==> src/rtl/pipe_stage_skid_if.sv <==
// ----------------------------------------------------------------------------
// pipe_stage_skid_if
//
// Purpose:
//   Valid/ready handshake bundle carrying one pipeline entry (data + control).
//   One instance sits on each side of a pipe_stage_skid stage.
//
// Signals:
//   valid  producer -> consumer  entry present this cycle
//   ready  consumer -> producer  consumer takes the entry this cycle
//   data   producer -> consumer  DATA_W-bit data payload (operands, PC, ...)
//   ctrl   producer -> consumer  CTRL_W-bit control payload (ALUOp, Mem*, ...)
//
// Modports:
//   master  drives valid/data/ctrl, samples ready  (producer side)
//   slave   samples valid/data/ctrl, drives ready  (consumer side)
// ----------------------------------------------------------------------------
interface pipe_stage_skid_if #(
    parameter int DATA_W = 128,
    parameter int CTRL_W = 16
);

    logic              valid;
    logic              ready;
    logic [DATA_W-1:0] data;
    logic [CTRL_W-1:0] ctrl;

    modport master (
        output valid,
        output data,
        output ctrl,
        input  ready
    );

    modport slave (
        input  valid,
        input  data,
        input  ctrl,
        output ready
    );

endinterface : pipe_stage_skid_if

==> src/rtl/pipe_stage_skid.sv <==
// ----------------------------------------------------------------------------
// pipe_stage_skid
//
// Purpose:
//   Generic inter-stage pipeline register with valid/ready handshake and a
//   two-entry skid buffer. A main register (M) drives the outputs; a skid
//   register (S) catches an entry accepted while M is stalled. Upstream ready
//   is a flop output, so there is no combinational path from out_ready back to
//   in_ready. A flush turns the stage into a bubble on the next cycle.
//
// Ports:
//   clk        in      clock, all state updates on the rising edge
//   reset      in      synchronous active-high reset (beats flush)
//   flush      in      kill all held entries this cycle (beats accept/drain)
//   up         slave   upstream handshake: valid/data/ctrl in, ready out
//                      (ready is registered and equals "skid register empty")
//   dn         master  downstream handshake: valid/data/ctrl out, ready in
//                      (ctrl shows CTRL_BUBBLE whenever valid is low)
//   occupancy  out     number of held entries, 0..2
//
// Parameters:
//   DATA_W       data payload width
//   CTRL_W       control payload width
//   CTRL_BUBBLE  control value presented when no entry is valid (NOP)
// ----------------------------------------------------------------------------
module pipe_stage_skid #(
    parameter int                 DATA_W      = 128,
    parameter int                 CTRL_W      = 16,
    parameter logic [CTRL_W-1:0]  CTRL_BUBBLE = '0
) (
    input  logic                 clk,
    input  logic                 reset,
    input  logic                 flush,
    pipe_stage_skid_if.slave     up,
    pipe_stage_skid_if.master    dn,
    output logic [1:0]           occupancy
);

    // Fill level of the stage. ONE means only M holds an entry; TWO means
    // both M (older, on the outputs) and S (younger) hold entries.
    typedef enum logic [1:0] {
        ST_EMPTY = 2'd0,
        ST_ONE   = 2'd1,
        ST_TWO   = 2'd2
    } state_e;

    state_e            state_q,    state_d;
    logic              in_ready_q, in_ready_d;
    logic [DATA_W-1:0] m_data_q,   m_data_d;
    logic [CTRL_W-1:0] m_ctrl_q,   m_ctrl_d;
    logic [DATA_W-1:0] s_data_q,   s_data_d;
    logic [CTRL_W-1:0] s_ctrl_q,   s_ctrl_d;

    logic m_valid;
    logic accept;
    logic drain;

    // M holds an entry in both ONE and TWO.
    assign m_valid = (state_q != ST_EMPTY);

    // in_ready_q is a flop, so accept never depends on this cycle's out_ready.
    assign accept  = up.valid & in_ready_q;
    assign drain   = m_valid & dn.ready;

    // ------------------------------------------------------------------------
    // Next-state and datapath steering
    // ------------------------------------------------------------------------
    always_comb begin
        // NOTE: every signal gets a default before any branch so no path can
        // leave it unassigned; without this the tool infers a latch.
        state_d  = state_q;
        m_data_d = m_data_q;
        m_ctrl_d = m_ctrl_q;
        s_data_d = s_data_q;
        s_ctrl_d = s_ctrl_q;

        if (flush) begin
            // Drop everything, including an entry presented this cycle. The
            // payload registers keep stale contents; only validity matters.
            state_d = ST_EMPTY;
        end else begin
            unique case (state_q)
                ST_EMPTY: begin
                    if (accept) begin
                        m_data_d = up.data;
                        m_ctrl_d = up.ctrl;
                        state_d  = ST_ONE;
                    end
                end

                ST_ONE: begin
                    if (accept && drain) begin
                        // M is consumed and refilled in the same cycle.
                        m_data_d = up.data;
                        m_ctrl_d = up.ctrl;
                    end else if (accept) begin
                        // M is stalled; park the younger entry in S.
                        s_data_d = up.data;
                        s_ctrl_d = up.ctrl;
                        state_d  = ST_TWO;
                    end else if (drain) begin
                        state_d  = ST_EMPTY;
                    end
                end

                ST_TWO: begin
                    // in_ready_q is low here, so accept cannot occur.
                    if (drain) begin
                        m_data_d = s_data_q;
                        m_ctrl_d = s_ctrl_q;
                        state_d  = ST_ONE;
                    end
                end

                default: begin
                    state_d = ST_EMPTY;
                end
            endcase
        end

        // Ready for next cycle is "S will be empty".
        in_ready_d = (state_d != ST_TWO);
    end

    // ------------------------------------------------------------------------
    // State registers
    // ------------------------------------------------------------------------
    always_ff @(posedge clk) begin
        if (reset) begin
            // NOTE: payload registers are normally left unreset; here a reset
            // must present zero on out_data and clear S, so they are reset.
            state_q    <= ST_EMPTY;
            in_ready_q <= 1'b1;
            m_data_q   <= '0;
            m_ctrl_q   <= CTRL_BUBBLE;
            s_data_q   <= '0;
            s_ctrl_q   <= '0;
        end else begin
            // NOTE: non-blocking assignments so every flop samples the values
            // computed before this edge, independent of statement order.
            state_q    <= state_d;
            in_ready_q <= in_ready_d;
            m_data_q   <= m_data_d;
            m_ctrl_q   <= m_ctrl_d;
            s_data_q   <= s_data_d;
            s_ctrl_q   <= s_ctrl_d;
        end
    end

    // ------------------------------------------------------------------------
    // Outputs
    // ------------------------------------------------------------------------
    assign up.ready = in_ready_q;
    assign dn.valid = m_valid;
    assign dn.data  = m_data_q;
    // Downstream decoders see a NOP control word on bubbles.
    assign dn.ctrl  = m_valid ? m_ctrl_q : CTRL_BUBBLE;

    always_comb begin
        occupancy = 2'd0;
        unique case (state_q)
            ST_EMPTY: occupancy = 2'd0;
            ST_ONE:   occupancy = 2'd1;
            ST_TWO:   occupancy = 2'd2;
            default:  occupancy = 2'd0;
        endcase
    end

endmodule : pipe_stage_skid
==> src/flat_wrapper.sv <==
// flat-port wrapper written by rule: the top's interface ports become plain ports
module pipe_stage_skid_flat 
#(
    parameter int                 DATA_W      = 128,
    parameter int                 CTRL_W      = 16,
    parameter logic [CTRL_W-1:0]  CTRL_BUBBLE = '0
)
  (clk, reset, flush, occupancy, up_valid, up_data, up_ctrl, up_ready, dn_valid, dn_data, dn_ctrl, dn_ready);
  pipe_stage_skid_if #(.DATA_W(DATA_W), .CTRL_W(CTRL_W)) up_i ();
  pipe_stage_skid_if #(.DATA_W(DATA_W), .CTRL_W(CTRL_W)) dn_i ();
  input  logic clk;
  input  logic reset;
  input  logic flush;
  output logic [1:0] occupancy;
  input wire logic [$bits(up_i.valid)-1:0] up_valid;
  input wire logic [$bits(up_i.data)-1:0] up_data;
  input wire logic [$bits(up_i.ctrl)-1:0] up_ctrl;
  output wire logic [$bits(up_i.ready)-1:0] up_ready;
  output wire logic [$bits(dn_i.valid)-1:0] dn_valid;
  output wire logic [$bits(dn_i.data)-1:0] dn_data;
  output wire logic [$bits(dn_i.ctrl)-1:0] dn_ctrl;
  input wire logic [$bits(dn_i.ready)-1:0] dn_ready;
  assign up_i.valid = up_valid;
  assign up_i.data = up_data;
  assign up_i.ctrl = up_ctrl;
  assign up_ready = up_i.ready;
  assign dn_valid = dn_i.valid;
  assign dn_data = dn_i.data;
  assign dn_ctrl = dn_i.ctrl;
  assign dn_i.ready = dn_ready;
  pipe_stage_skid #(.DATA_W(DATA_W), .CTRL_W(CTRL_W), .CTRL_BUBBLE(CTRL_BUBBLE)) u_core (.clk(clk), .reset(reset), .flush(flush), .up(up_i), .dn(dn_i), .occupancy(occupancy));
endmodule
==> config.mk <==
export PLATFORM = sky130hd
export DESIGN_NAME = pipe_stage_skid_flat
export DESIGN_NICKNAME = d
export VERILOG_FILES = /design/src/rtl/pipe_stage_skid_if.sv /design/src/rtl/pipe_stage_skid.sv /design/src/flat_wrapper.sv
export SDC_FILE = /design/constraint.sdc
export NUM_CORES = 1
export LEC_CHECK = 0
export ABC_CLOCK_PERIOD_IN_PS = 1800
export CAP_MARGIN = 20
export CORE_MARGIN = 3
export CORE_UTILIZATION = 45
export CTS_BUF_LIST = sky130_fd_sc_hd__clkbuf_8
export DETAILED_ROUTE_END_ITERATION = 7
export PLACE_DENSITY = 0.75
export REMOVE_ABC_BUFFERS = 1
export SYNTH_ARGS = -nofsm -noshare
export SYNTH_HDL_FRONTEND = slang
export SYNTH_SLANG_ARGS = --single-unit
==> constraint.sdc <==
create_clock -name clk -period 1.8 [get_ports clk]
set_input_delay 0.36 -clock clk [delete_from_list [all_inputs] [get_ports clk]]
set_output_delay 0.36 -clock clk [all_outputs]
set_load 0.005 [all_outputs]
* Yosys cells after proc, flatten, opt, wreduce, memory -nomap -nowiden
Index checks and enable logic that the tools add are counted.
Word-level totals: register bits after elaboration 291, word-level logic and storage cells 39, output and inout bits 148
Cells by class: reductions and logical operators 6, muxes and demuxes 17, equality and inequality tests 6, bitwise logic cells 4
Operators with widths (number):
- $mux W128 | 3
- $pmux W128 S3 | 1
- $mux W16 | 4
- $pmux W16 S3 | 1
- $mux W2 | 6
- $ne A2 B1 Y1 const B | 3
- $pmux W2 S3 | 1
- $reduce_and A5 Y1 | 1
- $pmux W2 S2 | 1
- $reduce_and A4 Y1 | 1
- $reduce_bool A3 Y1 | 1
- $and A1 B1 Y1 | 2
- $eq A2 B1 Y1 const B | 1
- $eq A2 B2 Y1 const B | 1
- $logic_not A2 Y1 | 1
- $ne A2 B2 Y1 const B | 1
- $not A1 Y1 | 2
- $reduce_bool A2 Y1 | 1
- $logic_and A1 B1 Y1 | 1

* Depth between registers and ports, before layout
Gate-level depths: netlist (run 1).
depth in word-level cells 8, gate-level depth with buffers 8, depth with buffers taken out 4

* Worst setup path after synthesis (run 1)
Ideal clock, no wire load.
kind flip-flop to flip-flop, start reg u_core.state_q[1], end reg u_core.m_data_q[122], in the netlist u_core.dn.data[122], clock period less this slack 1.665 ns, setup slack 0.135 ns, stages on the path, launching flop included 6, buffers on the path 3, required time 1.666 ns, setup time 0.134 ns, data arrival time 1.531 ns, path through dfxtp_1 -> buf_2 -> o41ai_4 -> clkbuf_1 -> buf_2 -> a211oi_1
Between the ends: cells in the longest elaborated chain, start to end 5, elaborated cells between the ends (all ways) 12, classes of those cells eq/ne (5); mux (1); bitwise (1); reduce/logical (5)
Ends and longest elaborated chain:
- start, declared | line pipe_stage_skid.sv:47 | state_e state_q, state_d;
- start signal, assigned | line pipe_stage_skid.sv:141 | state_q <= state_d;
- $reduce_bool A2 Y1 | line pipe_stage_skid.sv:59 | assign m_valid = (state_q != ST_EMPTY);
- $and A1 B1 Y1 | line pipe_stage_skid.sv:63 | assign drain = m_valid & dn.ready;
- $logic_and A1 B1 Y1 | line pipe_stage_skid.sv:92 | if (accept && drain) begin
- $ne A2 B1 Y1 (no source line)
- $reduce_and A5 Y1 (no source line)
- end signal, assigned | line pipe_stage_skid.sv:143 | m_data_q <= m_data_d;
- end, declared | line pipe_stage_skid.sv:49 | logic [DATA_W-1:0] m_data_q, m_data_d;
Parallel ways exist; a longest one is shown, timed or not. A chain may end at the register's enable or synchronous reset.

* Final worst setup path (run 1)
start reg u_core.state_q[0], end out dn_ctrl[9]
Between the ends: cells in the longest elaborated chain, start to end 2
Ends and longest elaborated chain:
- $reduce_bool A2 Y1 | line pipe_stage_skid.sv:59
- $mux W16 | line pipe_stage_skid.sv:157 | assign dn.ctrl = m_valid ? m_ctrl_q : CTRL_BUBBLE;
- end, declared | line flat_wrapper.sv:21 | output wire logic [$bits(dn_i.ctrl)-1:0] dn_ctrl;
No other way between the ends.

==> run metrics, run 1 <==
largest family of logic cells by synthesized area compound AO/OA/AOI/OAI gates; synth top area cells dfxtp_1 51%, mux2i_1 13%, nand2_1 9.5%, a211oi_1 9.5%, a21oi_1 6.3%; # port buffers 296; Final Slew Violations 0; Die ar. 27,300 um2; Mapped Cells 1,304; largest area contributor in the netlist dfxtp_1; outcome finished, violations left; final hold vios 0; Finished Layout Cells 2,004; vias in the first global route 9,777; gpl congestion 0.786; post-synthesis sequential area ratio 51.1%; clock slew at reported path FFs 70 ps; delay-heaviest family, CP buffers and inverters; worst relative slew slack 55.6%; area of the multi-input gates 5390 um2; P_leak 0.00793 uW; unrepaired setup endpoints after global routing yes; via count 10,511; Root Driver clkbuf_8; CTS tree done; cell row count 57; dpl ws -370 ps; worst slew pin tran 666 ps; setup ws final -105 ps; final WL 33,800 um; half-perimeter wire length after placement 20,800 um; failing checks negative setup slack; chip height 165 um; Total Routing Usage GR 21.8%; Hold-fix buffers, CTS 0; kind of critical path register to output pin; post-synthesis mux area share 12.7%; clock skew 21.1 ps; synthesis-to-layout area growth 48.9%; Distinct cells, synth 21; # clock sinks 291; clock buffer depth 3; vias per inst 5.25; Hold Slack 375 ps; Clock Latency Late Sink 550 ps; Worst setup EP type output pin; pwr/cell area 830 nW/um2; Max Clock Freq 525 MHz; antenna violations before repair 1; share of the synthesized area in the top cell type 51.1%; GRT overflow 0; VDD IR max 0.000538 V; period utilization 106%; initial drt markers 648; first-pass GRT wire length 48,800 um; compound-cell area share of the yosys netlist 16.2%; post-layout power 14,100 uW; syn avg cell area 8.75 um2; TritonRoute pass-1 iters 5; synth warn 0; Inst Count DP 1,881; CP required 1440 ps; min cycle time layout 1900 ps; register area 5870 um2; Yosys reg bits 291; core area 24,600 um2; Post-Synth XOR/XNOR Area 0%; worst min path class input pin to register; Worst Setup Start Kind register; CP Max Fanout 6; Post-Synth Adder-Cell Area 0%; starting density of the core 46.4%; critical path's slowest cell dfxtp_4; pin count of the biggest net entering global routing 78; worst-path cell chain nor2_4, buf_12, buf_6, buf_6, nor2b_1, buf_2; io pins 297; routed len/inst 16.9 um; ratio of cells with drive above 1 in the final layout 16.0%; DRC viols 0; fin nets 1,795; critical path's largest stage delay 370 ps; CP bufs+invs 4; CTS buffer count 47; H-tree Lvls 2; mapped cell area 11,400 um2; max-cap check violation count 0; CP most frequent cell buf_6; Die X 165 um; post-route ant nets 0; Final setup viols 28; setup slack, reg-to-reg -70 ps; FILL cells 1,899; simple-gate share of the synthesized area 15.8%; worst endpoint data arrival time 1540 ps
cells by family (layout without fill, tap and decap cells):
group | after synthesis | in the layout
simple gates | 463 | 463
flops | 291 | 291
compound gates | 291 | 291
buf+inv | 114 | 489
mux | 145 | 145
other cells | 0 | 1
worst paths after layout:
kind / start / endpoint / cells past startpoint
max: u_core.state_q[0] / dn_ctrl[9] / 6
max reg2reg: u_core.state_q[1] / u_core.dn.data[121] / 8
min: reset / u_core.s_data_q[100] / 2
min reg2reg: u_core.s_data_q[69] / u_core.s_data_q[69] / 2
cells in the mapped netlist:
| master | count |
|---|---|
| and4_1 | 1 |
| buf_1 | 1 |
| nand2b_1 | 1 |
| mux2i_1 | 145 |
| nor2_1 | 148 |
| o41ai_4 | 1 |
| buf_4 | 1 |
| nand4bb_1 | 1 |
| a211oi_1 | 144 |
| dfxtp_1 | 291 |
| o22a_1 | 1 |
| nand2_1 | 290 |
| nand4_1 | 1 |
| nor2b_1 | 18 |
| clkbuf_1 | 70 |
| inv_1 | 2 |
| nor3_1 | 2 |
| a21oi_1 | 144 |
| o21a_1 | 1 |
| or2_2 | 1 |
| buf_2 | 40 |
cell usage in the layout, fill, tap and decap left out, types with 5 or more instances in the layout:
cell and n:
dfxtp_2 28, dfxtp_1 261, clkbuf_16 12, buf_2 12, buf_6 10, nor2b_4 7
a211oi_1 103, clkbuf_8 56, inv_1 26, dlygate4sd2_1 49, buf_8 7, dlymetal6s2s_1 41
nor2_1 147, a211oi_2 41, nor2b_1 7, buf_12 24, nand2_1 290, buf_16 5
clkdlybuf4s50_1 190, mux2i_1 145, buf_4 52, a21oi_1 144
registers in the layout, summed over array words and instances (netlist names):
signal / cells
u_core.up.ready: 1
u_core.m_ctrl_q: 16
u_core.dn.data: 128
u_core.s_data_q: 128
u_core.state_q: 2
u_core.s_ctrl_q: 16
what timing repair did:
item                                    CTS  global route
gates resized for setup                 140           143
gates cloned                              0            13
buffers inserted                         10            17
endpoints found under the setup margin   77           181
pin swaps                                 2            36
power breakdown:
group	total (uW)	internal (uW)	switching, uW
Sequential	6880	6720	157
Combinational	1980	1130	847
Clock	5250	2750	2500
cell type report:
cell class,count,area share [%]
sequential,291,34.5
multi-input combinational,899,31.7
timing repair buffer,405,26.2
clock buffer,55,4.45
tap,324,2.39
clock inverter,27,0.619
inverter,2,0.0442
antenna,1,0.0147
layer usage:
| layer | global-route usage, % | part of all wire (%) |
|---|---|---|
| met5 | 0 | 0 |
| met4 | 7.59 | 2.5 |
| met2 | 36.5 | 49 |
| met3 | 5.29 | 6.7 |
| met1 | 27.4 | 42 |
through the flow:
step / cell area [um2] / TNS, ps / utilization (%)
floorplan: 10900 / -1244910 / -
global placement: 15100 / -70570 / 61.4
detailed placement: 15100 / -81070 / 61.4
CTS: 16000 / -1920 / 65.2
global route: 17000 / -5780 / 69.1
finish: 17000 / -1280 / 69.1
No activity file was read; power rests on OpenSTA's default activity.
==> run 2, diff against run 1 <==
--- a/config.mk
+++ b/config.mk
@@ -8,5 +8,5 @@
 export ABC_CLOCK_PERIOD_IN_PS = 1800
 export CAP_MARGIN = 20
-export CORE_MARGIN = 3
+export CORE_MARGIN = 2
 export CORE_UTILIZATION = 45
 export CTS_BUF_LIST = sky130_fd_sc_hd__clkbuf_8
==> constraint.sdc (replaced) <==
create_clock -name clk -period 1.8 [get_ports clk]
set_input_delay 0.36 -clock clk [delete_from_list [all_inputs] [get_ports clk]]
set_output_delay 0.36 -clock clk [all_outputs]
set_load 0.01 [all_outputs]
==> run metrics, run 2 (synthesized netlist as in run 1, its figures left out) <==
clock slew at reported path FFs 60 ps (about the same); Final setup viols 2 (-93%); starting density of the core 45.6% (-0.80 points); final hold vios 0 (unchanged); io pins 297 (unchanged); synthesis-to-layout area growth 43.6%; CP Max Fanout 8 (+2); dpl ws -435 ps (-65.2 ps); kind of critical path register to output pin; chip height 163 um (-1.2%); first-pass GRT wire length 48,400 um (-0.82%); TritonRoute pass-1 iters 5 (unchanged); Hold Crit Start reset; vias per inst 5.15 (-1.7%); post-route ant nets 0 (unchanged); GRT overflow 0 (unchanged); Clock Latency Late Sink 540 ps (about the same); clock skew 8.55 ps (-12.6 ps); vias in the first global route 9,847 (+0.72%); DRC viols 0 (unchanged); min cycle time layout 1840 ps (-65.8 ps); Die ar. 26,600 um2 (-2.4%); via count 10,230 (-2.7%); period utilization 102% (-3.7 points); Total Routing Usage GR 22.0% (+0.25 points); FF-to-FF End u_core.dn.data[60]; worst endpoint data arrival time 1480 ps (-60 ps); half-perimeter wire length after placement 20,200 um (-2.6%); P_leak 0.00748 uW (-5.7%); VDD IR max 0.000719 V (+34%); clock buffer depth 3 (unchanged); cell row count 58 (+1.8%); CP required 1440 ps (about the same); failing checks negative setup slack; antenna violations before repair 1 (unchanged); pin count of the biggest net entering global routing 61 (-22%); Hold Crit Depth 2 (unchanged); R2R depth 7 (-1); # port buffers 296 (unchanged); Finished Layout Cells 1,985 (-0.95%); placed standard-cell area 15,200 um2 (+0.36%); CTS buffer count 48 (+2.1%); gpl congestion 0.798 (+1.5%); Worst setup EP type output pin; worst min path class input pin to register; pwr/cell area 871 nW/um2 (+4.9%); worst slew pin tran 471 ps (-196 ps); final WL 31,500 um (-7.0%); setup slack, reg-to-reg 30 ps (+100 ps); Die X 163 um (-1.2%); CTS tree done; setup ws final -38.8 ps (+65.8 ps); routed len/inst 15.9 um (-6.2%); Max Clock Freq 544 MHz (+3.6%); max-cap check violation count 0 (unchanged); H-tree Lvls 2 (unchanged); unrepaired setup endpoints after global routing yes; reg2reg start u_core.state_q[0]; # clock sinks 291 (unchanged); initial drt markers 723 (+12%); most frequent cells in the layout 290 x nand2_1, 288 x dfxtp_1, 147 x nor2_1, 147 x clkdlybuf4s50_1, 145 x mux2i_1; Worst Setup Start Kind register; core area 25,000 um2 (+1.8%); Inst Count DP 1,885 (+0.21%); Final Slew Violations 0 (unchanged); ratio of cells with drive above 1 in the final layout 12.2% (-3.9 points); Root Driver clkbuf_8; fin nets 1,768 (-1.5%); worst relative slew slack 68.6% (+13 points); post-route cell area 16,400 um2 (-3.6%); commonest non-fill, non-tap cell in the layout nand2_1; Hold Slack 335 ps (-40.3 ps); outcome finished, violations left; Worst Hold End u_core.s_data_q[88]
## run 2: critical path: stages (launching register included)
cell and delay [ps]:
dfxtp_4 370, nor2_4 40, buf_12 120, buf_12 140, nor2b_1 130, buf_2 150
## run 2: layout make-up
class | instances | area (um2)
sequential | 291 | 5830
fill | 2022 | 8650
inverter | 2 | 7.51
clock inverter | 26 | 133
timing repair buffer | 377 | 3930
clock buffer | 59 | 812
antenna | 1 | 2.50
multi-input combinational | 899 | 5260
tap | 330 | 413
## run 2: stage by stage
stage | total power, uW | TNS [ps] | util (%)
floorplan | 7720 | -1245190 | -
global placement | 8770 | -92310 | 60.6
detailed placement | 8810 | -98450 | 60.6
CTS | 14300 | -577 | 63.9
global route | 14900 | -5680 | 65.4
finish | 14300 | -48.2 | 65.4
## run 2: how the worst max path moves through the flow
stage	startpoint	endpoint	slack, ps	cells past startpoint
2_1_floorplan	u_core.state_q[0]	u_core.dn.data[0]	-5970	3
5_1_grt	u_core.state_q[0]	dn_ctrl[8]	-120	5
6_report	u_core.state_q[0]	dn_ctrl[8]	-40	5
3_3_place_gp	dn_ready	u_core.dn.data[57]	-370	7
3_5_place_dp	dn_ready	u_core.dn.data[75]	-430	7
4_1_cts	u_core.state_q[0]	dn_ctrl[8]	-80	5
## run 2: power breakdown
group / internal (uW) / leakage (uW) / switching (uW)
logic: 950 / 0.00455 / 866
registers: 6710 / 0.00237 / 141
clock network: 3090 / 0.000562 / 2510
## run 2: routing by layer
metal  GRT usage, %  routed length [um]  vias up
met5              0                   0        -
met4           6.32                 498        0
met3           5.61                2240       41
met2           38.1               15300      289
met1           27.1               13400     4803
li1               -                   -     5097
## run 2: repair_timing
item	4_1_cts	5_1_grt
endpoints found under the setup margin	140	199
buffers inserted	3	5
pin swaps	0	1
gates cloned	0	6
resized for setup	219	54
hold buffers	0	0
